### src/rtl/buzzer_alarm_sched.sv
// Alarm scheduler in front of the buzzer tone generator: qualifies hot/cold
// requests, arbitrates hot over cold, enforces minimum on-time and handles mute.
module buzzer_alarm_sched #(
  parameter int unsigned TICK_CYCLES = 50000,
  parameter int unsigned QUAL_MS     = 50,
  parameter int unsigned MIN_ON_MS   = 2000,
  parameter int unsigned MUTE_MS     = 30000
) (
  input  logic       clk,
  input  logic       rst_n,
  input  logic       enable,
  input  logic       req_hot,
  input  logic       req_cold,
  input  logic       ack,
  output logic [1:0] acionar,
  output logic       alarm_active,
  output logic       muted,
  output logic [7:0] alarm_count
);

  localparam logic [15:0] TICK_LAST = 16'(TICK_CYCLES - 1);
  localparam logic [15:0] QUAL_LIM  = 16'(QUAL_MS);
  localparam logic [15:0] MIN_LIM   = 16'(MIN_ON_MS);
  localparam logic [15:0] MUTE_LIM  = 16'(MUTE_MS);

  localparam logic [1:0] CODE_OFF  = 2'b00;
  localparam logic [1:0] CODE_HOT  = 2'b01;
  localparam logic [1:0] CODE_COLD = 2'b10;

  typedef enum logic [1:0] {
    IDLE  = 2'd0,
    ALARM = 2'd1,
    MUTED = 2'd2
  } state_t;

  state_t      state, state_nx;
  logic [15:0] div_cnt;
  logic        tick;
  logic [15:0] qcnt_hot, qcnt_cold;
  logic        qual_hot, qual_cold;
  logic [1:0]  want;
  logic        active_qual;
  logic [15:0] on_cnt, on_cnt_nx;
  logic [15:0] mute_cnt, mute_cnt_nx;
  logic [1:0]  acionar_nx;
  logic [1:0]  muted_code, muted_code_nx;
  logic        count_inc;

  function automatic logic [7:0] sat_inc8(input logic [7:0] v);
    return (v == 8'hFF) ? v : v + 8'd1;
  endfunction

  function automatic logic [15:0] sat_inc16(input logic [15:0] v, input logic [15:0] lim);
    return (v < lim) ? v + 16'd1 : v;
  endfunction

  // 1 ms tick divider, free-running regardless of enable
  assign tick = (div_cnt == TICK_LAST);

  always_ff @(posedge clk or negedge rst_n) begin
    if (!rst_n) begin
      div_cnt <= '0;
    end else if (tick) begin
      div_cnt <= '0;
    end else begin
      div_cnt <= div_cnt + 16'd1;
    end
  end

  // Request qualification: continuous hold counted in ticks
  always_ff @(posedge clk or negedge rst_n) begin
    if (!rst_n) begin
      qcnt_hot  <= '0;
      qcnt_cold <= '0;
    end else begin
      if (!enable || !req_hot) begin
        qcnt_hot <= '0;
      end else if (tick) begin
        qcnt_hot <= sat_inc16(qcnt_hot, QUAL_LIM);
      end
      if (!enable || !req_cold) begin
        qcnt_cold <= '0;
      end else if (tick) begin
        qcnt_cold <= sat_inc16(qcnt_cold, QUAL_LIM);
      end
    end
  end

  assign qual_hot    = req_hot  && (qcnt_hot  >= QUAL_LIM);
  assign qual_cold   = req_cold && (qcnt_cold >= QUAL_LIM);
  assign want        = qual_hot ? CODE_HOT : (qual_cold ? CODE_COLD : CODE_OFF);
  assign active_qual = (acionar == CODE_HOT) ? qual_hot : qual_cold;

  always_comb begin
    state_nx      = state;
    acionar_nx    = acionar;
    on_cnt_nx     = on_cnt;
    mute_cnt_nx   = mute_cnt;
    muted_code_nx = muted_code;
    count_inc     = 1'b0;
    if (!enable) begin
      state_nx    = IDLE;
      acionar_nx  = CODE_OFF;
      on_cnt_nx   = '0;
      mute_cnt_nx = '0;
    end else begin
      case (state)
        IDLE: begin
          if (want != CODE_OFF) begin
            state_nx   = ALARM;
            acionar_nx = want;
            on_cnt_nx  = '0;
            count_inc  = 1'b1;
          end
        end
        ALARM: begin
          if (tick) on_cnt_nx = sat_inc16(on_cnt, MIN_LIM);
          // ack beats preempt, preempt beats the minimum-on exit
          if (ack) begin
            state_nx      = MUTED;
            acionar_nx    = CODE_OFF;
            mute_cnt_nx   = '0;
            muted_code_nx = acionar;
          end else if (acionar == CODE_COLD && qual_hot) begin
            acionar_nx = CODE_HOT;
            on_cnt_nx  = '0;
            count_inc  = 1'b1;
          end else if (on_cnt >= MIN_LIM && !active_qual) begin
            if (want == CODE_OFF) begin
              state_nx   = IDLE;
              acionar_nx = CODE_OFF;
            end else begin
              acionar_nx = want;
              on_cnt_nx  = '0;
              count_inc  = 1'b1;
            end
          end
        end
        MUTED: begin
          if (tick) mute_cnt_nx = sat_inc16(mute_cnt, MUTE_LIM);
          // a hot fault breaks through a muted cold alarm at once
          if (muted_code == CODE_COLD && qual_hot) begin
            state_nx   = ALARM;
            acionar_nx = CODE_HOT;
            on_cnt_nx  = '0;
            count_inc  = 1'b1;
          end else if (mute_cnt >= MUTE_LIM) begin
            state_nx = IDLE;
          end
        end
        default: begin
          state_nx   = IDLE;
          acionar_nx = CODE_OFF;
        end
      endcase
    end
  end

  always_ff @(posedge clk or negedge rst_n) begin
    if (!rst_n) begin
      state        <= IDLE;
      acionar      <= CODE_OFF;
      alarm_active <= 1'b0;
      muted        <= 1'b0;
      alarm_count  <= '0;
      on_cnt       <= '0;
      mute_cnt     <= '0;
      muted_code   <= CODE_OFF;
    end else begin
      state        <= state_nx;
      acionar      <= acionar_nx;
      alarm_active <= (acionar_nx != CODE_OFF);
      muted        <= (state_nx == MUTED);
      on_cnt       <= on_cnt_nx;
      mute_cnt     <= mute_cnt_nx;
      muted_code   <= muted_code_nx;
      if (count_inc) alarm_count <= sat_inc8(alarm_count);
    end
  end

endmodule

### config.mk
export PLATFORM = sky130hd
export DESIGN_NAME = buzzer_alarm_sched
export DESIGN_NICKNAME = d
export VERILOG_FILES = /design/src/rtl/buzzer_alarm_sched.sv
export SDC_FILE = /design/constraint.sdc
export NUM_CORES = 1
export LEC_CHECK = 0
export ABC_CLOCK_PERIOD_IN_PS = 7300
export CORE_MARGIN = 3
export CORE_UTILIZATION = 45
export CTS_BUF_LIST = sky130_fd_sc_hd__clkbuf_8
export CTS_CLUSTER_DIAMETER = 100
export DETAILED_ROUTE_END_ITERATION = 6
export GPL_TIMING_DRIVEN = 0
export HOLD_SLACK_MARGIN = 0.06
export PLACE_DENSITY = 0.69
export SLEW_MARGIN = 40
export SYNTH_ARGS = -nofsm -noshare
export SYNTH_HDL_FRONTEND = slang
export SYNTH_SLANG_ARGS = --single-unit
### constraint.sdc
create_clock -name clk -period 7.3 [get_ports clk]
set_clock_uncertainty 0.1 [all_clocks]
set_input_delay 0.73 -clock clk [delete_from_list [all_inputs] [get_ports clk]]
set_output_delay 0.73 -clock clk [all_outputs]
set_load 0.01 [all_outputs]
==> run_results.csv <==
group,metric,value,unit
sta,finalCriticalPeriod,2770,ps
die,fp.coreArea,10600,µm²
worst_setup_path,crit_path_max_fanout,8,
pwr,p_seq_share,58.1,%
placement,dp_cells,655,
worst_setup_path,cp_slowest_cell,"nor3b_1",
worst_setup_path,path_delay_family,"simple AND/OR/NAND/NOR gates",
worst_setup_path,cpPeakStageDelay,630,ps
clock_network,clock_sinks,96,
detailed_routing,ant_nets,0,
worst_setup_path,crit_arrival,2920,ps
global_routing,grt_max_degree,56,
run,maxCapViolations,0,
yosys,avgSynthCellArea,10.0,µm²
detailed_routing,drc,0,
yosys,ys_ff_latch,96,
placement,io_buffers,17,
detailed_routing,routed_wl,10100,µm
pwr,p_sw,0.000210,W
clock_network,cts_buffers,9,
sta,final-max-slew-violation-count,0,
global_routing,overflow,0,
yosys,ys.flop_type,"dfrtp_1",
yosys,synth_edf_count,0,
global_routing,grt_pass1_vias,3913,
pwr,p_leak,2.41,nW
sta,fmax,362,MHz
layout,drive_above_1_share,8.22,%
pwr,ir_drop,123,µV
layout,final_cells,671,
yosys,yosysSeqAreaShare,47.9,%
worst_setup_path,path_buf_inv,1,
global_routing,antenna_found_initial,0,
die,dieHeight,112,µm
sta,setup_viol,0,
die,rows,37,
sta,tightest_slew,713,ps
pwr,finalPower,0.000917,W
clock_network,cts-resized-gates,0,
detailed_routing,vias,3914,
min_path,hp-class,"input port to asynchronous set/reset pin",
yosys,muxShareOfSynthArea,0.649,%
worst_setup_path,crit_required,7460,ps
detailed_routing,first_pass_iters,5,
clock_network,cts_tree,"built",
layout,syn_to_final_growth,11.4,%
yosys,syn_inst,501,
pwr,internal_power,0.000706,W
placement,pre_cts_ws,4160,ps
detailed_routing,drtIter0Drc,354,
yosys,synth_top_family_by_area,"simple AND/OR/NAND/NOR gates",
worst_setup_path,critPathCaptureType,"register",
die,start_util,47.5,%
layout,diodes,0,
yosys,synth_xor_area_share,6.29,%
global_routing,grt_pass1_wl,17800,µm
pwr,swShare,22.9,%
sta,relSlewSlack,52.3,%
clock_network,clk_pin_slew,100,ps
clock_network,clockBufferDepth,2,
yosys,syn_nets,517,
sta,rsz0062_at_grt,"false",
yosys,synth_compound_area_share,18.9,%
clock_network,cts_hold_buffers,0,
detailed_routing,detail_route.wl_per_cell,15.0,µm
yosys,synth-simple-area-share,21.3,%
sta,setup_slack,4530,ps
run_status,status,"complete, no violations",
layout,fin_nets,546,
sta,finalCritPeriodShare,37.9,%
sta,tns,0,ps
global_routing,gr-usage-all-layers,17.1,%
pwr,p_comb_share,3.4,%
placement,dp_hpwl,7130,µm
clock_network,clk_latency,370,ps
sta,whs,118,ps
worst_setup_path,setup.worst_path.start_class,"input port",
yosys,synthAdderAreaFrac,2.50,%
pwr,clkPwrFrac,38.5,%
die,dieArea,12400,µm²
die,dieWidth,112,µm
clock_network,htreeDepth,3,
yosys,synthArstFlopShare,100,%
placement,gp_congestion,0.881,
yosys,syn_area,5010,µm²
worst_setup_path,crit_chain,"clkdlybuf4s50_1 > nor3b_1 > nand3_1 > o22ai_2 > o21ai_2 > mux2_1",
clock_network,post-cts-setup-buffers,0,
detailed_routing,via_per_inst,5.83,
yosys,synth_warnings,0,
pwr,powerDensity,164,nW/µm²
clock_network,root_buffer,"clkbuf_8",
yosys,ys_types,69,
sta,finalHoldViolCount,0,
worst_setup_path,critPathKind,"input port to register",
die,io_pins,18,
-- layout by cell type (no fill, tap or decap), types with 14 or more instances in the layout --
cell	count
nand3_1	25
nor2_1	64
dfrtp_1	96
xor2_1	19
and3_1	24
xnor2_1	17
a21oi_1	31
a31oi_1	14
and2_1	17
clkdlybuf4s50_1	16
inv_1	20
o21ai_0	15
nand2_1	27
-- layout make-up --
| cell class | instances | area (µm²) |
|---|---|---|
| Fill cell | 970 | 4970 |
| Multi-Input combinational cell | 375 | 2490 |
| Sequential cell | 96 | 2400 |
| Timing Repair Buffer | 18 | 203 |
| Tap cell | 136 | 170 |
| Clock buffer | 10 | 138 |
| Inverter | 18 | 67.6 |
| Clock inverter | 6 | 61.3 |
| Buffer | 12 | 55.1 |
-- worst reg2reg max path, cell delays in order (launching register included) --
cell and delay (ps):
dfrtp_1 410, nor4_1 510, o2111ai_2 390, a2111oi_0 640, nor4_1 100, a31o_2 240, or2_1 240
-- state kept, by name, summed over array words and instances, names as in the netlist, 2 cells and up --
| name | cells |
|---|---|
| div_cnt | 16 |
| mute_cnt | 16 |
| on_cnt | 16 |
| qcnt_cold | 16 |
| qcnt_hot | 16 |
| alarm_count | 8 |
| acionar | 2 |
| muted_code | 2 |
| state | 2 |
-- synth_stat cells (3+ instances only) --
| cell | n | share of area [%] |
|---|---|---|
| ha_1 | 10 | 2.5 |
| nand3_1 | 25 | 2.5 |
| o21ai_0 | 15 | 1.5 |
| a31o_2 | 3 | 0.52 |
| nand2_1 | 27 | 2.0 |
| xor2_1 | 19 | 3.3 |
| inv_1 | 18 | 1.3 |
| and4_1 | 6 | 1.0 |
| o211ai_1 | 4 | 0.60 |
| a21oi_1 | 31 | 3.1 |
| a31oi_1 | 14 | 1.7 |
| nor2_1 | 64 | 4.8 |
| and3_1 | 24 | 3.0 |
| a211oi_1 | 5 | 0.75 |
| o21a_1 | 9 | 1.3 |
| nor4_1 | 6 | 0.75 |
| a41oi_1 | 5 | 0.87 |
| dfrtp_1 | 96 | 48 |
| clkbuf_1 | 7 | 0.52 |
| a221oi_1 | 6 | 1.0 |
| a311oi_1 | 3 | 0.52 |
| nand4_1 | 10 | 1.2 |
| and2_1 | 17 | 2.1 |
| xnor2_1 | 17 | 3.0 |
| or4_4 | 3 | 0.67 |
| nor3_1 | 4 | 0.40 |
-- power by group through the flow --
stage,clock (W),sequential (W),combinational (W)
floorplan,0,0.000543,0.0000102
global placement,0,0.000543,0.0000297
detailed placement,0,0.000543,0.0000324
CTS,0.000366,0.000533,0.0000324
global route,0.000386,0.000533,0.0000359
finish,0.000353,0.000533,0.0000313
-- layer usage --
layer	vias up	GRT usage (%)	part of all wire, %
li1	1897	-	-
met1	1921	22.2	47
met2	75	27.8	47
met3	21	3.59	3.6
met4	0	7.30	2.2
met5	-	0	0
-- metrics by stage --
step,area (µm²),util (%)
floorplan,5010,-
global placement,5350,50.7
detailed placement,5390,51.0
CTS,5590,52.9
global route,5590,52.9
finish,5590,52.9
-- path summary, 6_finish.rpt --
path / cells after the start / endpoint / start / slack (ps)
worst max register to register: 6 / alarm_active / qcnt_hot[12] / 4540
max in group asynchronous: 2 / div_cnt[10] / rst_n / 6400
worst min register to register: 1 / div_cnt[0] / div_cnt[0] / 360
min in group clk: 1 / div_cnt[0] / div_cnt[0] / 360
worst min-delay path: 1 / mute_cnt[3] / rst_n / 120
worst max-delay path: 6 / alarm_count[1] / ack / 4530
-- cell families (layout without fill, tap and decap cells) --
family	count (synthesis)	in the layout
AO/OA/AOI/OAI	124	124
flip-flops	96	96
adder cells (fa/ha/maj)	10	10
XOR/XNOR	36	36
AND/OR/NAND/NOR	202	202
buffers and inverters	30	64
multiplexers	3	3
(Power assumes the default switching activity.)
==> edit 1, RTL diff (same flow settings) <==
The output `alarm_active` loses its register stage (`alarm_active` becomes a continuous assignment).
--- a/src/rtl/buzzer_alarm_sched.sv
+++ b/src/rtl/buzzer_alarm_sched.sv
@@ -161,5 +161,4 @@
       state        <= IDLE;
       acionar      <= CODE_OFF;
-      alarm_active <= 1'b0;
       muted        <= 1'b0;
       alarm_count  <= '0;
@@ -170,5 +169,4 @@
       state        <= state_nx;
       acionar      <= acionar_nx;
-      alarm_active <= (acionar_nx != CODE_OFF);
       muted        <= (state_nx == MUTED);
       on_cnt       <= on_cnt_nx;
@@ -179,4 +177,6 @@
   end
 
+  assign alarm_active = (acionar_nx != CODE_OFF);
+
 endmodule
 
Formal check against the unedited RTL: no difference found for any inputs over 10 cycles, from zero or initial values and one cycle with rst_n low; that may be too few to reach the edited logic, so the function may still have changed.
==> edit 1 against the unedited design <==
Area after synthesis down 0.50%. Sequential share of layout area shrank 0.41 points. Wire length is 2.6% higher. Cell area barely moved. Worst hold slack improved by 0.015 ns. Final cell count shrank 0.15%. Power increased by 3.0%. Sequential cell count decreased by 1. Worst setup slack worse by 1.5 ns. Critical path type is now register to output port.
==> edit 1: results (changes against the unedited design) <==
status:
  outcome: "finished, final reports clean"
clock_network:
  cts.hold.buffers_added: 0  # unchanged
  htree_num_levels: 3  # unchanged
critical_path:
  timing.reg2reg.setup_slack_ns: 4.52  # -0.02 ns
  rr_worst_depth: 8  # +2
  cp_max_fo: 10  # +2
  startpoint: "qcnt_hot[14]"
  slowest_stage: "a2111oi_0"
  cp_top_family: "compound AO/OA/AOI/OAI gates"
  reg2reg_to: "qcnt_hot[14]"
  r2r_start: "div_cnt[0]"
  critPathArrivalTime_ns: 3.41  # +0.49 ns
finish:
  num-nets-final: 545  # -0.18%
  drive_gt1_share_pct: 8.43  # +0.20 points
placed_design:
  hpwl_mm: 7.38  # +3.6%
  gp_congestion: 0.849  # -3.7%
timing:
  hold_ws_ns: 0.133  # +0.0148 ns
  relSlewSlack_pct: 54.3  # +1.9 points
yosys:
  synth_compound_area_share_pct: 19.0  # +0.095 points
  synthMuxAreaShare_pct: 0.652  # +0.0033 points
  yosysSeqAreaShare_pct: 47.7  # -0.26 points
  synth-adder-area-share_pct: 2.51  # +0.013 points
  synth_xor_area_share_pct: 6.32  # +0.032 points
  synth.top_cells.by_area: "dfrtp_1 48%, nor2_1 4.8%, xor2_1 3.3%, a21oi_1 3.1%, and3_1 3.0%"
  synthTopCellsByCount: "95 x dfrtp_1, 64 x nor2_1, 31 x a21oi_1"
power_and_ir_drop:
  p_leak_nw: 2.41  # -0.12%
  vdd.ir_drop.worst_mv: 0.145  # +19%
drt:
  vias_per_cell: 5.81  # -0.44%
  drtIter0Drc: 284  # -20%
  drt_wl_total_mm: 10.4  # +2.6%
grt:
  track_usage_pct: 17.8  # +0.67 points
  grt_start_max_net_pins: 62  # +11%
  grt_pass1_vias: 3934  # +0.54%
-- edit 1: changes by cell type after synthesis, sizes merged --
cell   unedited run  this run
dfrtp            96        95
-- edit 1: cell families (layout without fill, tap and decap cells) --
| logic type | Yosys count | in the layout |
|---|---|---|
| AO/OA/AOI/OAI | 124 | 124 |
| multiplexers | 3 | 3 |
| XOR/XNOR | 36 | 36 |
| adder cells (fa/ha/maj) | 10 | 10 |
| buffers and inverters | 30 | 64 |
| AND/OR/NAND/NOR | 202 | 202 |
| flip-flops | 95 | 95 |
-- edit 1: area by class of cell --
class                      instances  area, sq um
multi-input combinational        375         2490
clock inverter                     6         85.1
clock buffer                      10          138
buffer                            12         55.1
inverter                          18         67.6
tap                              136          170
timing repair buffer              18          199
fill                             971         4970
sequential                        95         2380
-- edit 1: layer usage --
metal / wire length [um] / global-route usage, %
met2: 4950 / 29.8
met3: 378 / 3.60
met4: 104 / 6.00
met1: 4920 / 23.0
met5: 0 / 0
-- edit 1: through the flow --
| stage | cell area, sq um | worst slack, ns | total power, mW | cells |
|---|---|---|---|---|
| final | 5580 | 3.06 | 0.945 | 670 |
| after global routing | 5580 | 2.72 | 0.983 | 670 |
| after CTS | 5580 | 3.02 | 0.958 | 670 |
| after detailed placement | 5360 | 3.25 | 0.570 | 654 |
| after global placement | 5330 | 1.94 | 0.567 | 653 |
| after floorplan | 4990 | 4.34 | 0.548 | 500 |
-- edit 1: worst max-delay path by stage --
stage,cells after the start,end,slack (ns)
2_1_floorplan,8,alarm_active,4.34
3_3_place_gp,1,qcnt_cold[9],1.94
3_5_place_dp,7,alarm_active,3.25
4_1_cts,7,alarm_active,3.02
5_1_grt,7,alarm_active,2.72
6_report,7,alarm_active,3.06
-- edit 1: power breakdown --
group	internal, mW	switching, mW
registers	0.526	0.000755
clock network	0.201	0.185
logic	0.00845	0.0227
==> edit 2, RTL diff (config.mk and constraints unchanged) <==
Made on the original files. `MUTE_MS`: 30000 -> 15000.
--- a/src/rtl/buzzer_alarm_sched.sv
+++ b/src/rtl/buzzer_alarm_sched.sv
@@ -5,5 +5,5 @@
   parameter int unsigned QUAL_MS     = 50,
   parameter int unsigned MIN_ON_MS   = 2000,
-  parameter int unsigned MUTE_MS     = 30000
+  parameter int unsigned MUTE_MS     = 15000
 ) (
   input  logic       clk,
Behaviour: no difference found for any inputs over 10 cycles, from zero or initial values and one cycle with rst_n low; that may be too few to reach the edited logic, so the function may still have changed.
==> edit 2 against the unedited design <==
Final cell count shrank 4.5%. Largest power group unchanged. Cell area shrank 4.3%. Wire length shrank 7.7%. Clock power shrank 5%. Critical path type is now register to register. Power shrank 2.1%. Combinational power shrank 11%. Area after synthesis shrank 4.6%. Sequential cell count is the same. Worst hold slack gained 0.024 ns. First-iteration DRC count shrank 43%. Worst setup slack lost 0.16 ns.
==> edit 2: results (changes against the unedited design) <==
status:
  outcome: "finished, final reports clean"
hold_path:
  hold_class: "input pin to async pin"
power_and_ir_drop:
  p_leak_nw: 2.40  # -0.62%
  vdd.ir_drop.worst_mv: 0.103  # -16%
floorplanning:
  start_util_pct: 46.3  # -1.2 points
yosys:
  yosysSeqAreaShare_pct: 50.2  # +2.3 points
  synth_xor_area_share_pct: 7.51  # +1.2 points
  synthTopCellsByCount: "96 x dfrtp_1, 63 x nor2_1, 35 x nand2_1"
  postSynthNetCount: 488  # -5.6%
  synth.top_cells.by_area: "dfrtp_1 50%, nor2_1 4.9%, xnor2_1 4.8%, and3_1 3.3%, nand2_1 2.7%"
  synth-adder-area-share_pct: 2.62  # +0.12 points
  ys.flop_type: "dfrtp_1"
  synth_compound_area_share_pct: 12.6  # -6.3 points
  synthDistinctLibCells: 64  # -7.2%
  synthMuxAreaShare_pct: 0.889  # +0.24 points
  async_reset_ff_share_pct: 100  # unchanged
drt:
  top_layer: "met4"
  vias_per_cell: 5.50  # -5.8%
  met1Wirelength_mm: 4.46  # -5.8%
  drt_wl_total_mm: 9.32  # -7.7%
  wl_met2_mm: 4.38  # -8.2%
  dr.pass1.iters: 5  # unchanged
  drtIter0Drc: 202  # -43%
  dr_wl_met3_um: 342  # -6.6%
critical_path:
  slowest_delay_ns: 0.45  # -0.18 ns
  cp_max_fo: 10  # +2
  critPathArrivalTime_ns: 3.13  # +0.21 ns
  slowest_stage: "dfrtp_1"
clock_network:
  post_cts_buffers: 0  # unchanged
  clkSlewWorstSetupHoldPaths_ns: 0.10  # about the same
  htree_num_levels: 3  # unchanged
  clk_latency_ns: 0.36
  cts-resized-gates: 0  # unchanged
finish:
  drive_gt1_share_pct: 8.51  # +0.29 points
  num-nets-final: 517  # -5.3%
  fillCellCount: 941  # -3.0%
grt:
  antenna_found_initial: 0  # unchanged
  grt_pass1_vias: 3606  # -7.8%
  grt_pass1_wl_mm: 16.8  # -5.7%
  track_usage_pct: 17.6  # +0.47 points
  grt_util_met1_pct: 23.6  # +1.4 points
  grt_start_max_net_pins: 52  # -7.1%
  met3_usage_pct: 3.97  # +0.38 points
  use_met2_pct: 28.2  # +0.38 points
placed_design:
  gp_congestion: 0.856  # -2.8%
  placed_cell_area_sq_mm: 0.00516  # -4.3%
  dp_slack_ns: 4.16  # +0.00335 ns
  portBuffers: 17  # unchanged
  hpwl_mm: 6.51  # -8.7%
run:
  max_cap_violations: 0  # unchanged
timing:
  worst_pin_slew_ns: 0.781  # +0.0673 ns
  hold_viol_final: 0  # unchanged
## edit 2: cell types whose count changed after synthesis, moves of 6 or more
cell,unedited run,this run
nand2_1,27,35
xnor2_1,17,26
a21oi_1,31,16
a221oi_1,6,0
a31oi_1,14,7
o21a_1,9,1
nand3_1,25,18
## edit 2: final cells by class
type,instances,area [sq um],share of cell area (%)
tap,136,170,3.19
sequential,96,2400,45.0
clock inverter,6,62.6,1.17
buffer,11,61.3,1.15
timing repair buffer,18,203,3.79
inverter,13,48.8,0.913
clock buffer,9,124,2.32
multi-input combinational,352,2270,42.5
## edit 2: through the flow
step | instances | power [mW]
final | 641 | 0.897
after detailed placement | 626 | 0.572
after global routing | 641 | 0.935
after floorplan | 472 | 0.551
after global placement | 625 | 0.569
after CTS | 641 | 0.910
## edit 2: logic make-up (layout without fill, tap and decap cells)
| kind of cell | after synthesis | count (layout) |
|---|---|---|
| and+or+nand+nor | 214 | 214 |
| AOI/OAI and AO/OA | 83 | 83 |
| buffers and inverters | 24 | 57 |
| muxes | 4 | 4 |
| adders and majority gates | 10 | 10 |
| xor gates and xnor gates | 41 | 41 |
| DFF | 96 | 96 |
## edit 2: path summary, 6_finish.rpt
path,startpoint,end,slack (ns),cells past startpoint
worst min-delay path,rst_n,qcnt_hot[12],0.14,1
worst max register to register,qcnt_hot[0],on_cnt[3],4.38,11
worst min register to register,div_cnt[0],div_cnt[0],0.35,1
worst max-delay path,qcnt_hot[0],on_cnt[3],4.38,11
min in group clk,div_cnt[0],div_cnt[0],0.35,1
max in group asynchronous,rst_n,div_cnt[1],6.39,2
## edit 2: power by group
group / total (mW) / leakage, nW / internal [mW] / switching (mW)
sequential: 0.532 / 1.33 / 0.531 / 0.000300
clock: 0.337 / 0.0925 / 0.155 / 0.182
combinational: 0.0280 / 0.977 / 0.00751 / 0.0205
